===== config.mk =====
export PLATFORM = sky130hd
export DESIGN_NAME = csr_access_stage_flat
export DESIGN_NICKNAME = d
export VERILOG_FILES = /design/src/rtl/csr_access_stage_pkg.sv /design/src/rtl/csr_access_stage_if.sv /design/src/rtl/csr_fpu_pending.sv /design/src/rtl/csr_access_stage.sv /design/src/flat_wrapper.sv
export SDC_FILE = /design/constraint.sdc
export NUM_CORES = 1
export LEC_CHECK = 0
export CORE_AREA = 2 2 217 219
export CTS_CLUSTER_DIAMETER = 50
export CTS_CLUSTER_SIZE = 28
export DETAILED_ROUTE_END_ITERATION = 6
export DIE_AREA = 0 0 219 221
export PLACE_DENSITY = 0.61
export REMOVE_ABC_BUFFERS = 1
export SYNTH_ARGS = -nofsm -noshare
export SYNTH_HDL_FRONTEND = slang
export SYNTH_SLANG_ARGS = --single-unit

===== constraint.sdc =====
create_clock -name clk -period 6.8 [get_ports clk]
set_input_delay 1.36 -clock clk [delete_from_list [all_inputs] [get_ports clk]]
set_output_delay 1.36 -clock clk [all_outputs]
set_load 0.1 [all_outputs]

===== src/rtl/csr_access_stage_pkg.sv =====
// csr_access_stage_pkg
//   Shared definitions for the CSR access stage: CSR op encodings and the
//   floating-point CSR addresses that are subject to the FPU hazard stall.
package csr_access_stage_pkg;

    typedef enum logic [1:0] {
        CSR_OP_RSV = 2'b00,
        CSR_OP_RW  = 2'b01,
        CSR_OP_RS  = 2'b10,
        CSR_OP_RC  = 2'b11
    } csr_op_e;

    localparam logic [11:0] CSR_FFLAGS = 12'h001;
    localparam logic [11:0] CSR_FRM    = 12'h002;
    localparam logic [11:0] CSR_FCSR   = 12'h003;

    function automatic logic is_fp_csr(input logic [11:0] addr);
        return (addr == CSR_FFLAGS) || (addr == CSR_FRM) || (addr == CSR_FCSR);
    endfunction

endpackage


===== src/rtl/csr_access_stage_if.sv =====
// csr_access_stage_if
//   Bundles the issue request, CSR storage read/write ports, FPU activity
//   notifications and the commit response of the CSR access stage.
//   slave  : the CSR access stage itself
//   master : the surrounding core (issue, CSR storage, FPU, commit)
interface csr_access_stage_if #(
    parameter int NUM_WARPS   = 4,
    parameter int NUM_THREADS = 4,
    parameter int UUID_BITS   = 44
);
    localparam int NW_BITS = (NUM_WARPS > 1) ? $clog2(NUM_WARPS) : 1;

    logic                       req_valid;
    logic                       req_ready;
    logic [UUID_BITS-1:0]       req_uuid;
    logic [NW_BITS-1:0]         req_wid;
    logic [NUM_THREADS-1:0]     req_tmask;
    logic [31:0]                req_pc;
    logic [4:0]                 req_rd;
    logic                       req_wb;
    logic [1:0]                 req_op;
    logic [11:0]                req_addr;
    logic                       req_use_imm;
    logic [4:0]                 req_imm;
    logic [4:0]                 req_rs1;
    logic [31:0]                req_rs1_data;

    logic                       csr_read_enable;
    logic [UUID_BITS-1:0]       csr_read_uuid;
    logic [11:0]                csr_read_addr;
    logic [NW_BITS-1:0]         csr_read_wid;
    logic [31:0]                csr_read_data;

    logic                       csr_write_enable;
    logic [UUID_BITS-1:0]       csr_write_uuid;
    logic [11:0]                csr_write_addr;
    logic [NW_BITS-1:0]         csr_write_wid;
    logic [31:0]                csr_write_data;

    logic                       fpu_req_fire;
    logic [NW_BITS-1:0]         fpu_req_wid;
    logic                       fpu_rsp_fire;
    logic [NW_BITS-1:0]         fpu_rsp_wid;

    logic                       rsp_valid;
    logic                       rsp_ready;
    logic [UUID_BITS-1:0]       rsp_uuid;
    logic [NW_BITS-1:0]         rsp_wid;
    logic [NUM_THREADS-1:0]     rsp_tmask;
    logic [31:0]                rsp_pc;
    logic [4:0]                 rsp_rd;
    logic                       rsp_wb;
    logic [NUM_THREADS*32-1:0]  rsp_data;
    logic                       rsp_eop;

    modport slave (
        input  req_valid, req_uuid, req_wid, req_tmask, req_pc, req_rd, req_wb,
               req_op, req_addr, req_use_imm, req_imm, req_rs1, req_rs1_data,
        output req_ready,
        output csr_read_enable, csr_read_uuid, csr_read_addr, csr_read_wid,
        input  csr_read_data,
        output csr_write_enable, csr_write_uuid, csr_write_addr, csr_write_wid,
               csr_write_data,
        input  fpu_req_fire, fpu_req_wid, fpu_rsp_fire, fpu_rsp_wid,
        output rsp_valid, rsp_uuid, rsp_wid, rsp_tmask, rsp_pc, rsp_rd, rsp_wb,
               rsp_data, rsp_eop,
        input  rsp_ready
    );

    modport master (
        output req_valid, req_uuid, req_wid, req_tmask, req_pc, req_rd, req_wb,
               req_op, req_addr, req_use_imm, req_imm, req_rs1, req_rs1_data,
        input  req_ready,
        input  csr_read_enable, csr_read_uuid, csr_read_addr, csr_read_wid,
        output csr_read_data,
        input  csr_write_enable, csr_write_uuid, csr_write_addr, csr_write_wid,
               csr_write_data,
        output fpu_req_fire, fpu_req_wid, fpu_rsp_fire, fpu_rsp_wid,
        input  rsp_valid, rsp_uuid, rsp_wid, rsp_tmask, rsp_pc, rsp_rd, rsp_wb,
               rsp_data, rsp_eop,
        output rsp_ready
    );

endinterface


===== src/rtl/csr_fpu_pending.sv =====
// csr_fpu_pending
//   Per-warp count of outstanding FPU operations, with a nonzero flag per warp.
//   clk, reset          : clock, synchronous active-high reset
//   inc_fire, inc_wid   : an FPU op was issued by warp inc_wid
//   dec_fire, dec_wid   : an FPU op of warp dec_wid completed
//   nonzero             : bit w set while warp w has ops outstanding
module csr_fpu_pending #(
    parameter int NUM_WARPS        = 4,
    parameter int FPU_PENDING_SIZE = 16,
    parameter int NW_BITS          = 2,
    parameter int PW               = 5
) (
    input  logic                 clk,
    input  logic                 reset,
    input  logic                 inc_fire,
    input  logic [NW_BITS-1:0]   inc_wid,
    input  logic                 dec_fire,
    input  logic [NW_BITS-1:0]   dec_wid,
    output logic [NUM_WARPS-1:0] nonzero
);
    logic [PW-1:0]        count [NUM_WARPS];
    logic [NUM_WARPS-1:0] inc_hit;
    logic [NUM_WARPS-1:0] dec_hit;

    always_comb begin
        inc_hit = '0;
        dec_hit = '0;
        nonzero = '0;
        for (int w = 0; w < NUM_WARPS; w++) begin
            inc_hit[w] = inc_fire && (inc_wid == NW_BITS'(w));
            dec_hit[w] = dec_fire && (dec_wid == NW_BITS'(w));
            nonzero[w] = (count[w] != '0);
        end
    end

    // An issue and a completion for the same warp in one cycle cancel out.
    always_ff @(posedge clk) begin
        for (int w = 0; w < NUM_WARPS; w++) begin
            if (reset) begin
                count[w] <= '0;
            end else if (inc_hit[w] && !dec_hit[w]) begin
                assert (count[w] != PW'(FPU_PENDING_SIZE))
                    else $error("csr_fpu_pending: warp %0d counter overflow", w);
                count[w] <= count[w] + 1'b1;
            end else if (dec_hit[w] && !inc_hit[w]) begin
                assert (count[w] != '0)
                    else $error("csr_fpu_pending: warp %0d counter underflow", w);
                count[w] <= count[w] - 1'b1;
            end
        end
    end

endmodule


===== src/rtl/csr_access_stage.sv =====
// csr_access_stage
//   CSR front-end: accepts CSR instructions from issue, performs the
//   CSRRW/CSRRS/CSRRC read-modify-write against CSR storage in the accept
//   cycle, stalls FP CSR accesses while the warp has FPU ops in flight, and
//   registers the old CSR value (per active lane) toward commit.
//   clk, reset : clock, synchronous active-high reset
//   bus        : issue request, CSR read/write ports, FPU notifications,
//                commit response
module csr_access_stage
    import csr_access_stage_pkg::*;
#(
    parameter int CORE_ID          = 0,
    parameter int NUM_WARPS        = 4,
    parameter int NUM_THREADS      = 4,
    parameter int UUID_BITS        = 44,
    parameter int FPU_PENDING_SIZE = 16
) (
    input  logic           clk,
    input  logic           reset,
    csr_access_stage_if.slave bus
);
    localparam int NW_BITS = (NUM_WARPS > 1) ? $clog2(NUM_WARPS) : 1;
    localparam int PW      = $clog2(FPU_PENDING_SIZE + 1);

    logic [NUM_WARPS-1:0]      pending_nz;
    logic                      fp_stall;
    logic                      accept;
    logic                      src_zero;
    logic                      suppress;
    logic [31:0]               src;
    logic [31:0]               wdata;
    logic [NUM_THREADS*32-1:0] lane_data;
    csr_op_e                   op;

    logic                      rsp_valid_q;
    logic [UUID_BITS-1:0]      rsp_uuid_q;
    logic [NW_BITS-1:0]        rsp_wid_q;
    logic [NUM_THREADS-1:0]    rsp_tmask_q;
    logic [31:0]               rsp_pc_q;
    logic [4:0]                rsp_rd_q;
    logic                      rsp_wb_q;
    logic [NUM_THREADS*32-1:0] rsp_data_q;

    csr_fpu_pending #(
        .NUM_WARPS        (NUM_WARPS),
        .FPU_PENDING_SIZE (FPU_PENDING_SIZE),
        .NW_BITS          (NW_BITS),
        .PW               (PW)
    ) u_pending (
        .clk      (clk),
        .reset    (reset),
        .inc_fire (bus.fpu_req_fire),
        .inc_wid  (bus.fpu_req_wid),
        .dec_fire (bus.fpu_rsp_fire),
        .dec_wid  (bus.fpu_rsp_wid),
        .nonzero  (pending_nz)
    );

    assign op = csr_op_e'(bus.req_op);

    always_comb begin
        src      = bus.req_use_imm ? 32'(bus.req_imm) : bus.req_rs1_data;
        src_zero = bus.req_use_imm ? (bus.req_imm == 5'd0) : (bus.req_rs1 == 5'd0);
        wdata    = bus.csr_read_data | src;
        suppress = 1'b1;
        case (op)
            CSR_OP_RW: begin
                wdata    = src;
                suppress = 1'b0;
            end
            CSR_OP_RS: begin
                wdata    = bus.csr_read_data | src;
                suppress = src_zero;
            end
            CSR_OP_RC: begin
                wdata    = bus.csr_read_data & ~src;
                suppress = src_zero;
            end
            default: begin
                // Reserved op behaves as a set with no write.
                wdata    = bus.csr_read_data | src;
                suppress = 1'b1;
            end
        endcase
    end

    always_comb begin
        lane_data = '0;
        for (int i = 0; i < NUM_THREADS; i++) begin
            lane_data[i*32 +: 32] = bus.req_tmask[i] ? bus.csr_read_data : 32'h0;
        end
    end

    // The counter is sampled as registered, so an increment in the accept
    // cycle does not block and a decrement to zero unblocks one cycle later.
    assign fp_stall = is_fp_csr(bus.req_addr) && pending_nz[bus.req_wid];

    // Gating with reset keeps both CSR ports quiet in a reset cycle.
    assign bus.req_ready = !reset && !fp_stall && (!rsp_valid_q || bus.rsp_ready);
    assign accept        = bus.req_valid && bus.req_ready;

    assign bus.csr_read_enable  = accept;
    assign bus.csr_read_uuid    = bus.req_uuid;
    assign bus.csr_read_addr    = bus.req_addr;
    assign bus.csr_read_wid     = bus.req_wid;

    assign bus.csr_write_enable = accept && !suppress;
    assign bus.csr_write_uuid   = bus.req_uuid;
    assign bus.csr_write_addr   = bus.req_addr;
    assign bus.csr_write_wid    = bus.req_wid;
    assign bus.csr_write_data   = wdata;

    always_ff @(posedge clk) begin
        if (reset) begin
            rsp_valid_q <= 1'b0;
            rsp_uuid_q  <= '0;
            rsp_wid_q   <= '0;
            rsp_tmask_q <= '0;
            rsp_pc_q    <= '0;
            rsp_rd_q    <= '0;
            rsp_wb_q    <= 1'b0;
            rsp_data_q  <= '0;
        end else if (accept) begin
            rsp_valid_q <= 1'b1;
            rsp_uuid_q  <= bus.req_uuid;
            rsp_wid_q   <= bus.req_wid;
            rsp_tmask_q <= bus.req_tmask;
            rsp_pc_q    <= bus.req_pc;
            rsp_rd_q    <= bus.req_rd;
            rsp_wb_q    <= bus.req_wb;
            rsp_data_q  <= lane_data;
        end else if (bus.rsp_ready) begin
            rsp_valid_q <= 1'b0;
        end
    end

    always_ff @(posedge clk) begin
        if (!reset && accept) begin
            assert (bus.req_op != 2'b00)
                else $error("csr_access_stage core %0d: reserved csr op", CORE_ID);
        end
    end

    assign bus.rsp_valid = rsp_valid_q;
    assign bus.rsp_uuid  = rsp_uuid_q;
    assign bus.rsp_wid   = rsp_wid_q;
    assign bus.rsp_tmask = rsp_tmask_q;
    assign bus.rsp_pc    = rsp_pc_q;
    assign bus.rsp_rd    = rsp_rd_q;
    assign bus.rsp_wb    = rsp_wb_q;
    assign bus.rsp_data  = rsp_data_q;
    assign bus.rsp_eop   = 1'b1;

endmodule


===== src/flat_wrapper.sv =====
// flat-port wrapper written by rule: the top's interface ports become plain ports
module csr_access_stage_flat import csr_access_stage_pkg::*;
#(
    parameter int CORE_ID          = 0,
    parameter int NUM_WARPS        = 4,
    parameter int NUM_THREADS      = 4,
    parameter int UUID_BITS        = 44,
    parameter int FPU_PENDING_SIZE = 16
)
  (clk, reset, bus_req_valid, bus_req_uuid, bus_req_wid, bus_req_tmask, bus_req_pc, bus_req_rd, bus_req_wb, bus_req_op, bus_req_addr, bus_req_use_imm, bus_req_imm, bus_req_rs1, bus_req_rs1_data, bus_req_ready, bus_csr_read_enable, bus_csr_read_uuid, bus_csr_read_addr, bus_csr_read_wid, bus_csr_read_data, bus_csr_write_enable, bus_csr_write_uuid, bus_csr_write_addr, bus_csr_write_wid, bus_csr_write_data, bus_fpu_req_fire, bus_fpu_req_wid, bus_fpu_rsp_fire, bus_fpu_rsp_wid, bus_rsp_valid, bus_rsp_uuid, bus_rsp_wid, bus_rsp_tmask, bus_rsp_pc, bus_rsp_rd, bus_rsp_wb, bus_rsp_data, bus_rsp_eop, bus_rsp_ready);
  csr_access_stage_if #(.NUM_WARPS(NUM_WARPS), .NUM_THREADS(NUM_THREADS), .UUID_BITS(UUID_BITS)) bus_i ();
  input  logic clk;
  input  logic reset;
  input wire logic [$bits(bus_i.req_valid)-1:0] bus_req_valid;
  input wire logic [$bits(bus_i.req_uuid)-1:0] bus_req_uuid;
  input wire logic [$bits(bus_i.req_wid)-1:0] bus_req_wid;
  input wire logic [$bits(bus_i.req_tmask)-1:0] bus_req_tmask;
  input wire logic [$bits(bus_i.req_pc)-1:0] bus_req_pc;
  input wire logic [$bits(bus_i.req_rd)-1:0] bus_req_rd;
  input wire logic [$bits(bus_i.req_wb)-1:0] bus_req_wb;
  input wire logic [$bits(bus_i.req_op)-1:0] bus_req_op;
  input wire logic [$bits(bus_i.req_addr)-1:0] bus_req_addr;
  input wire logic [$bits(bus_i.req_use_imm)-1:0] bus_req_use_imm;
  input wire logic [$bits(bus_i.req_imm)-1:0] bus_req_imm;
  input wire logic [$bits(bus_i.req_rs1)-1:0] bus_req_rs1;
  input wire logic [$bits(bus_i.req_rs1_data)-1:0] bus_req_rs1_data;
  output wire logic [$bits(bus_i.req_ready)-1:0] bus_req_ready;
  output wire logic [$bits(bus_i.csr_read_enable)-1:0] bus_csr_read_enable;
  output wire logic [$bits(bus_i.csr_read_uuid)-1:0] bus_csr_read_uuid;
  output wire logic [$bits(bus_i.csr_read_addr)-1:0] bus_csr_read_addr;
  output wire logic [$bits(bus_i.csr_read_wid)-1:0] bus_csr_read_wid;
  input wire logic [$bits(bus_i.csr_read_data)-1:0] bus_csr_read_data;
  output wire logic [$bits(bus_i.csr_write_enable)-1:0] bus_csr_write_enable;
  output wire logic [$bits(bus_i.csr_write_uuid)-1:0] bus_csr_write_uuid;
  output wire logic [$bits(bus_i.csr_write_addr)-1:0] bus_csr_write_addr;
  output wire logic [$bits(bus_i.csr_write_wid)-1:0] bus_csr_write_wid;
  output wire logic [$bits(bus_i.csr_write_data)-1:0] bus_csr_write_data;
  input wire logic [$bits(bus_i.fpu_req_fire)-1:0] bus_fpu_req_fire;
  input wire logic [$bits(bus_i.fpu_req_wid)-1:0] bus_fpu_req_wid;
  input wire logic [$bits(bus_i.fpu_rsp_fire)-1:0] bus_fpu_rsp_fire;
  input wire logic [$bits(bus_i.fpu_rsp_wid)-1:0] bus_fpu_rsp_wid;
  output wire logic [$bits(bus_i.rsp_valid)-1:0] bus_rsp_valid;
  output wire logic [$bits(bus_i.rsp_uuid)-1:0] bus_rsp_uuid;
  output wire logic [$bits(bus_i.rsp_wid)-1:0] bus_rsp_wid;
  output wire logic [$bits(bus_i.rsp_tmask)-1:0] bus_rsp_tmask;
  output wire logic [$bits(bus_i.rsp_pc)-1:0] bus_rsp_pc;
  output wire logic [$bits(bus_i.rsp_rd)-1:0] bus_rsp_rd;
  output wire logic [$bits(bus_i.rsp_wb)-1:0] bus_rsp_wb;
  output wire logic [$bits(bus_i.rsp_data)-1:0] bus_rsp_data;
  output wire logic [$bits(bus_i.rsp_eop)-1:0] bus_rsp_eop;
  input wire logic [$bits(bus_i.rsp_ready)-1:0] bus_rsp_ready;
  assign bus_i.req_valid = bus_req_valid;
  assign bus_i.req_uuid = bus_req_uuid;
  assign bus_i.req_wid = bus_req_wid;
  assign bus_i.req_tmask = bus_req_tmask;
  assign bus_i.req_pc = bus_req_pc;
  assign bus_i.req_rd = bus_req_rd;
  assign bus_i.req_wb = bus_req_wb;
  assign bus_i.req_op = bus_req_op;
  assign bus_i.req_addr = bus_req_addr;
  assign bus_i.req_use_imm = bus_req_use_imm;
  assign bus_i.req_imm = bus_req_imm;
  assign bus_i.req_rs1 = bus_req_rs1;
  assign bus_i.req_rs1_data = bus_req_rs1_data;
  assign bus_req_ready = bus_i.req_ready;
  assign bus_csr_read_enable = bus_i.csr_read_enable;
  assign bus_csr_read_uuid = bus_i.csr_read_uuid;
  assign bus_csr_read_addr = bus_i.csr_read_addr;
  assign bus_csr_read_wid = bus_i.csr_read_wid;
  assign bus_i.csr_read_data = bus_csr_read_data;
  assign bus_csr_write_enable = bus_i.csr_write_enable;
  assign bus_csr_write_uuid = bus_i.csr_write_uuid;
  assign bus_csr_write_addr = bus_i.csr_write_addr;
  assign bus_csr_write_wid = bus_i.csr_write_wid;
  assign bus_csr_write_data = bus_i.csr_write_data;
  assign bus_i.fpu_req_fire = bus_fpu_req_fire;
  assign bus_i.fpu_req_wid = bus_fpu_req_wid;
  assign bus_i.fpu_rsp_fire = bus_fpu_rsp_fire;
  assign bus_i.fpu_rsp_wid = bus_fpu_rsp_wid;
  assign bus_rsp_valid = bus_i.rsp_valid;
  assign bus_rsp_uuid = bus_i.rsp_uuid;
  assign bus_rsp_wid = bus_i.rsp_wid;
  assign bus_rsp_tmask = bus_i.rsp_tmask;
  assign bus_rsp_pc = bus_i.rsp_pc;
  assign bus_rsp_rd = bus_i.rsp_rd;
  assign bus_rsp_wb = bus_i.rsp_wb;
  assign bus_rsp_data = bus_i.rsp_data;
  assign bus_rsp_eop = bus_i.rsp_eop;
  assign bus_i.rsp_ready = bus_rsp_ready;
  csr_access_stage #(.CORE_ID(CORE_ID), .NUM_WARPS(NUM_WARPS), .NUM_THREADS(NUM_THREADS), .UUID_BITS(UUID_BITS), .FPU_PENDING_SIZE(FPU_PENDING_SIZE)) u_core (.clk(clk), .reset(reset), .bus(bus_i));
endmodule

* Word-level counts from Yosys, hierarchy flattened
Memory sizes are Yosys's and may differ from the RTL's.
Index checks and enable logic that the tools add are counted.
W data, S select, Z words.
** Storage, ports and cells
- Bits in registers :: 217
- RAM bits :: 20
- Input bits :: 187
- Output and inout bits :: 369
- Word-level logic and storage cells :: 137
- Memories kept :: 1
** Cells by class
- Add/subtract/negate cells :: 8
- $lt $le $gt $ge :: 1
- Eq/ne operators :: 12
- Multiplexer cells :: 50
- Bitwise logic cells :: 11
- Reductions and logical operators :: 46
** Memories
- u_core.u_pending.count :: depth 4, width 5, rd ports 4, clocked after memory_dff 0, wr ports 4, line csr_fpu_pending.sv:21 : logic [PW-1:0] count [NUM_WARPS];
** Operators with widths (count)
- $mux W32 :: 5
- $pmux W32 S2 :: 1
- $mux W5 :: 8
- $mux W1 :: 34
- $and A32 B32 Y32 :: 1
- $not A32 Y32 :: 1
- $or A32 B32 Y32 :: 1
- $eq A12 B2 Y1 const B :: 2
- $logic_and A1 B1 Y1 :: 21
- $add A5 B1 Y5 const B :: 4
- $reduce_bool A5 Y1 :: 4
- $sub A5 B1 Y5 const B :: 4
- $eq A12 B1 Y1 const B :: 1
- $eq A2 B2 Y1 const B :: 6
- $logic_not A1 Y1 :: 12
- $logic_not A5 Y1 :: 2
- $or A1 B1 Y1 :: 8
- $eq A2 B1 Y1 const B :: 3
- $logic_not A2 Y1 :: 2
- $logic_or A1 B1 Y1 :: 3
- $lt A2 B3 Y1 const B :: 1
- $bmux W1 S2 :: 1
- $pmux W1 S2 :: 1
- $reduce_bool A2 Y1 :: 1
- $reduce_or A2 Y1 :: 1

* Depth between registers and ports, before layout
An unclocked memory read counts as a cell.
- Depth in word-level cells :: 10
- Gate-level depth with buffers :: 10
- Mapped depth without buffers :: 9

* By module
From an unflattened synthesis, not the netlist that was laid out.
** Unflattened totals
- Cells, all modules :: 1256
- Area, all modules :: 12467.0 µm²
** Modules (own cells, without submodules)
- csr_access_stage :: times used 1, cells an instance 1087, area each 10851.7 µm², sequential area each 4344.2 µm²
- csr_fpu_pending :: times used 1, cells an instance 169, area each 1615.3 µm², sequential area each 600.6 µm²

* Worst setup path before layout
Ideal clock, no wire load.
- Path type :: input port to output port
- Start point :: in bus_req_wid[1]
- End point :: out bus_csr_write_enable
- Data arrival time :: 4.489 ns
- Required time :: 5.440 ns
- Path slack :: 0.951 ns
- Stages on the path :: 5
- Path buffers :: 1
- Cell sequence :: nor4b_2 > a22oi_1 > a31oi_4 > clkbuf_1 > a21boi_0
** Between the ends
- Longest elaborated chain between the ends :: 8
** RTL lines
- from (decl) :: line flat_wrapper.sv:16 : input wire logic [$bits(bus_i.req_wid)-1:0] bus_req_wid;
- $bmux W1 S2 :: line csr_access_stage.sv:96 : assign fp_stall = is_fp_csr(bus.req_addr) && pending_nz[bus.req_wid];
- $mux W1 (not written as such) :: line csr_access_stage.sv:96
- $logic_and A1 B1 Y1 :: line csr_access_stage.sv:96
- $logic_not A1 Y1 :: line csr_access_stage.sv:99 : assign bus.req_ready = !reset && !fp_stall && (!rsp_valid_q || bus.rsp_ready);
- $logic_and A1 B1 Y1 (2 in series) :: line csr_access_stage.sv:99
- $logic_and A1 B1 Y1 :: line csr_access_stage.sv:100 : assign accept = bus.req_valid && bus.req_ready;
- $logic_and A1 B1 Y1 :: line csr_access_stage.sv:107 : assign bus.csr_write_enable = accept && !suppress;
- to (decl) :: line flat_wrapper.sv:33 : output wire logic [$bits(bus_i.csr_write_enable)-1:0] bus_csr_write_enable;
Every way passes these cells. The select of a mux whose other input is x is not followed.

* Worst setup path in the final report
- Start point :: in bus_req_wid[0]
- End point :: out bus_req_ready
** Between the ends
- Longest elaborated chain between the ends :: 6
** RTL lines
- $bmux W1 S2 :: line csr_access_stage.sv:96
- $mux W1 (not written as such) :: line csr_access_stage.sv:96
- $logic_and A1 B1 Y1 :: line csr_access_stage.sv:96
- $logic_not A1 Y1 :: line csr_access_stage.sv:99
- $logic_and A1 B1 Y1 (2 in series) :: line csr_access_stage.sv:99
- to (decl) :: line flat_wrapper.sv:27 : output wire logic [$bits(bus_i.req_ready)-1:0] bus_req_ready;
Every way passes these cells. The select of a mux whose other input is x is not followed.

==> metrics.cfg <==
[logic_synthesis]
synthesis.area_per_instance_sq_um=9.30
ys_seq_area_frac=0.494
yosys_warnings=0
synth_top_area_share=0.434
synthDistinctLibCells=51
synthCells=1076
syn_area_sq_um=10000
synthTopCellsByArea=dfxtp_1 43%, a22o_1 11%, buf_4 9.2%
synth_edf_count=20
ys_ff_latch=237
synth-main-ff-cell=dfxtp_1
synth.most_common_cell=dfxtp_1
synthTopCellsByCount=217 x dfxtp_1, 185 x nand2_1, 129 x a22o_1, 123 x buf_4, 123 x o21ai_0
async_reset_ff_frac=0
synth_top_cell_by_area=dfxtp_1

[clocking]
postCtsResizedCells=0
cts_tree=yes
clock_latency_ns=0.54
clk_pin_slew_ns=0.06
cts_buffers=27
clk_path_buf_depth=3
htree_levels=1
cts_setup_buffers=0
cts.sinks=237
root_buffer=clkbuf_16
cts.hold.buffers_added=0

[setup_path]
slowest_stage=clkdlybuf4s50_1
critical_path.most_common_cell=clkdlybuf4s50_1
crit_path_end_kind=output pin
rr_endpoint=u_core.bus.rsp_uuid[36]
path_cells=clkdlybuf4s50_1 -> nor4bb_1 -> a22oi_1 -> nand3_1 -> and3_1 -> clkdlybuf4s50_1
startpoint_type=input pin
critPathKind=input pin to output pin
critPathMaxStageDelay_ns=1.13
crit_arrival_ns=3.93
r2r.worst_path.cells=6
reg2reg_from=u_core.u_pending.count[2][0]
reg2reg_slack_ns=3.42
required_ns=5.44
crit_fanout=7
crit_start=bus_req_wid[0]

[final_layout]
drive_gt1_frac=0.0667
utilization=0.347
nNetsFinal=1679
antenna-diode-count=0
n_fill_cell=4681
syn_to_final_growth_pct=59.8

[drt]
first_iter_violations=463
wl_met1_mm=15.0
via_per_inst=4.41
drtAntennaViolNets=0
wl_met3_mm=3.26
drt_wl_total_mm=35.6
vias=9282
routed.top_layer=met5
first_pass_iters=5
drc_errors=0
met2_length_mm=16.7
wl_per_cell_um=16.9

[min_path]
worstHoldStart=u_core.bus.rsp_tmask[0]
holdPathEnd=u_core.bus.rsp_tmask[0]
min_path_cells=1
min_path_type=flop to flop

[run_status]
status=finished, final reports clean

[floorplan]
core_area_sq_um=46100
die_width_um=219
placementRows=79
pin_count=556
start_util=0.217
die_y_um=221
die-area_sq_um=48400

[power]
irDropWorstVdd_v=0.000157
p_comb_frac=0.345
clockPowerShare=0.314
swShare=0.418
p_int_mw=2.65
switchingPower_mw=1.91
leakagePower_nw=6.02
power_density_nw_per_um2=285
seqPwrFrac=0.340

[sta]
timing_hold_violations_final=0
final.min_clock_period_ns=5.29
setup_violations=0
finalSetupTns_ns=0
worstMarginPinSlew_ns=1.20
max_slew_margin=0.201
final.setup_skew_ns=0.0109
slew_violations=0
rsz0062_at_grt=no
period_share=0.778
fmax_mhz=189

[global_routing]
track_usage=0.135
grt_first_pass_wirelength_mm=51.4
antenna_found_initial=1
grt_max_degree=108
grt_overflow=0
grt_pass1_vias=8717

[placed_design]
io_buffer_count=554
hpwlAfterDp_mm=26.1
gp_congestion=0.801

[job]
cap_violations=0

## layer usage
layer | up-vias | track usage
li1 | 4486 | -
met1 | 4327 | 0.166
met2 | 422 | 0.231
met3 | 45 | 0.0375
met4 | 2 | 0.0331
met5 | - | 0
## layout by cell type, fill, tap and decap left out, types with 3 or more instances in the layout
cell type        netlist  layout
clkdlybuf4s50_1        0     519
buf_4                123      40
nor3_1                 7       7
and3_2                 0       4
a22oi_1                4       4
a21o_1                 6       6
ha_1                  12      12
a21oi_1               17      17
clkinv_4               0       4
clkbuf_16              0      27
dfxtp_1              217     217
and3_1                 8       4
inv_6                  0       5
o21ai_0              123     123
a221oi_1               3       3
o22a_1                 3       3
clkinvlp_4             0       4
nand2b_1              29      29
nand2_1              185     185
inv_1                 12      11
nor2_1                17      17
inv_8                  0       3
nor4_1                 5       5
or3_1                  4       4
nand3_1               43      43
nand3b_1               4       4
and3b_1                3       3
mux2i_1                6       6
edfxtp_1              20      20
a22o_1               129     129
xor2_1                 3       3
a32oi_1                4       4
## registers in the layout, summed over array words and instances (netlist names)
| register | flops |
|---|---|
| u_core.bus.rsp_wb | 1 |
| u_core.bus.rsp_valid | 1 |
| u_core.bus.rsp_tmask | 4 |
| u_core.bus.rsp_pc | 32 |
| u_core.bus.rsp_data | 128 |
| u_core.u_pending.count | 20 |
| u_core.bus.rsp_wid | 2 |
| u_core.bus.rsp_uuid | 44 |
| u_core.bus.rsp_rd | 5 |
## per-stage QoR
step	setup WS, ns	hold WS, ns	std cells	power [mW]	area (sq um)
3_3_place_gp	1.58	0.436	2057	3.15	15100
2_1_floorplan	-2.34	0.561	890	2.42	8820
6_report	1.51	0.453	2107	4.56	16000
5_1_grt	1.41	0.464	2107	4.72	16000
3_5_place_dp	1.53	0.440	2057	3.16	15100
4_1_cts	1.50	0.455	2107	4.61	16000
## kinds of logic (layout without fill, tap and decap cells)
logic type,count (synthesis),in the layout,synth area share
compound gates,301,301,0.210
xor+xnor,5,5,0.00438
fa+ha+maj,13,13,0.0170
buf+inv,198,622,0.123
flops,237,237,0.494
mux,6,6,0.00600
other cells,1,1,0.000375
simple gates,315,315,0.145
## how the worst max path moves through the flow
stage | endpoint | slack (ns) | cells after the start
floorplan | bus_csr_write_enable | -2.34 | 4
global placement | bus_req_ready | 1.58 | 6
detailed placement | bus_req_ready | 1.53 | 6
CTS | bus_req_ready | 1.50 | 6
global route | bus_req_ready | 1.41 | 6
finish | bus_req_ready | 1.51 | 6
## power by group through the flow
| stage | clock network [mW] | logic (mW) | registers [mW] |
|---|---|---|---|
| global placement | 0 | 1.57 | 1.58 |
| floorplan | 0 | 0.309 | 2.12 |
| finish | 1.43 | 1.58 | 1.55 |
| detailed placement | 0 | 1.58 | 1.58 |
| global route | 1.54 | 1.62 | 1.56 |
| CTS | 1.48 | 1.58 | 1.55 |
## area by class of cell
class	instances	area, sq um	area share
timing repair buffer	560	5520	0.345
sequential	237	4940	0.309
multi-input combinational	641	3830	0.240
tap	607	759	0.0475
clock buffer	30	707	0.0442
clock inverter	20	185	0.0116
inverter	12	45.0	0.00282
## critical path, delay by kind of cell
kind                   cells  cell delay (ns)
AOI/OAI and AO/OA          1             0.17
buffers and inverters      2             1.74
and+or+nand+nor            3             0.65
(Power assumes the default switching activity.)
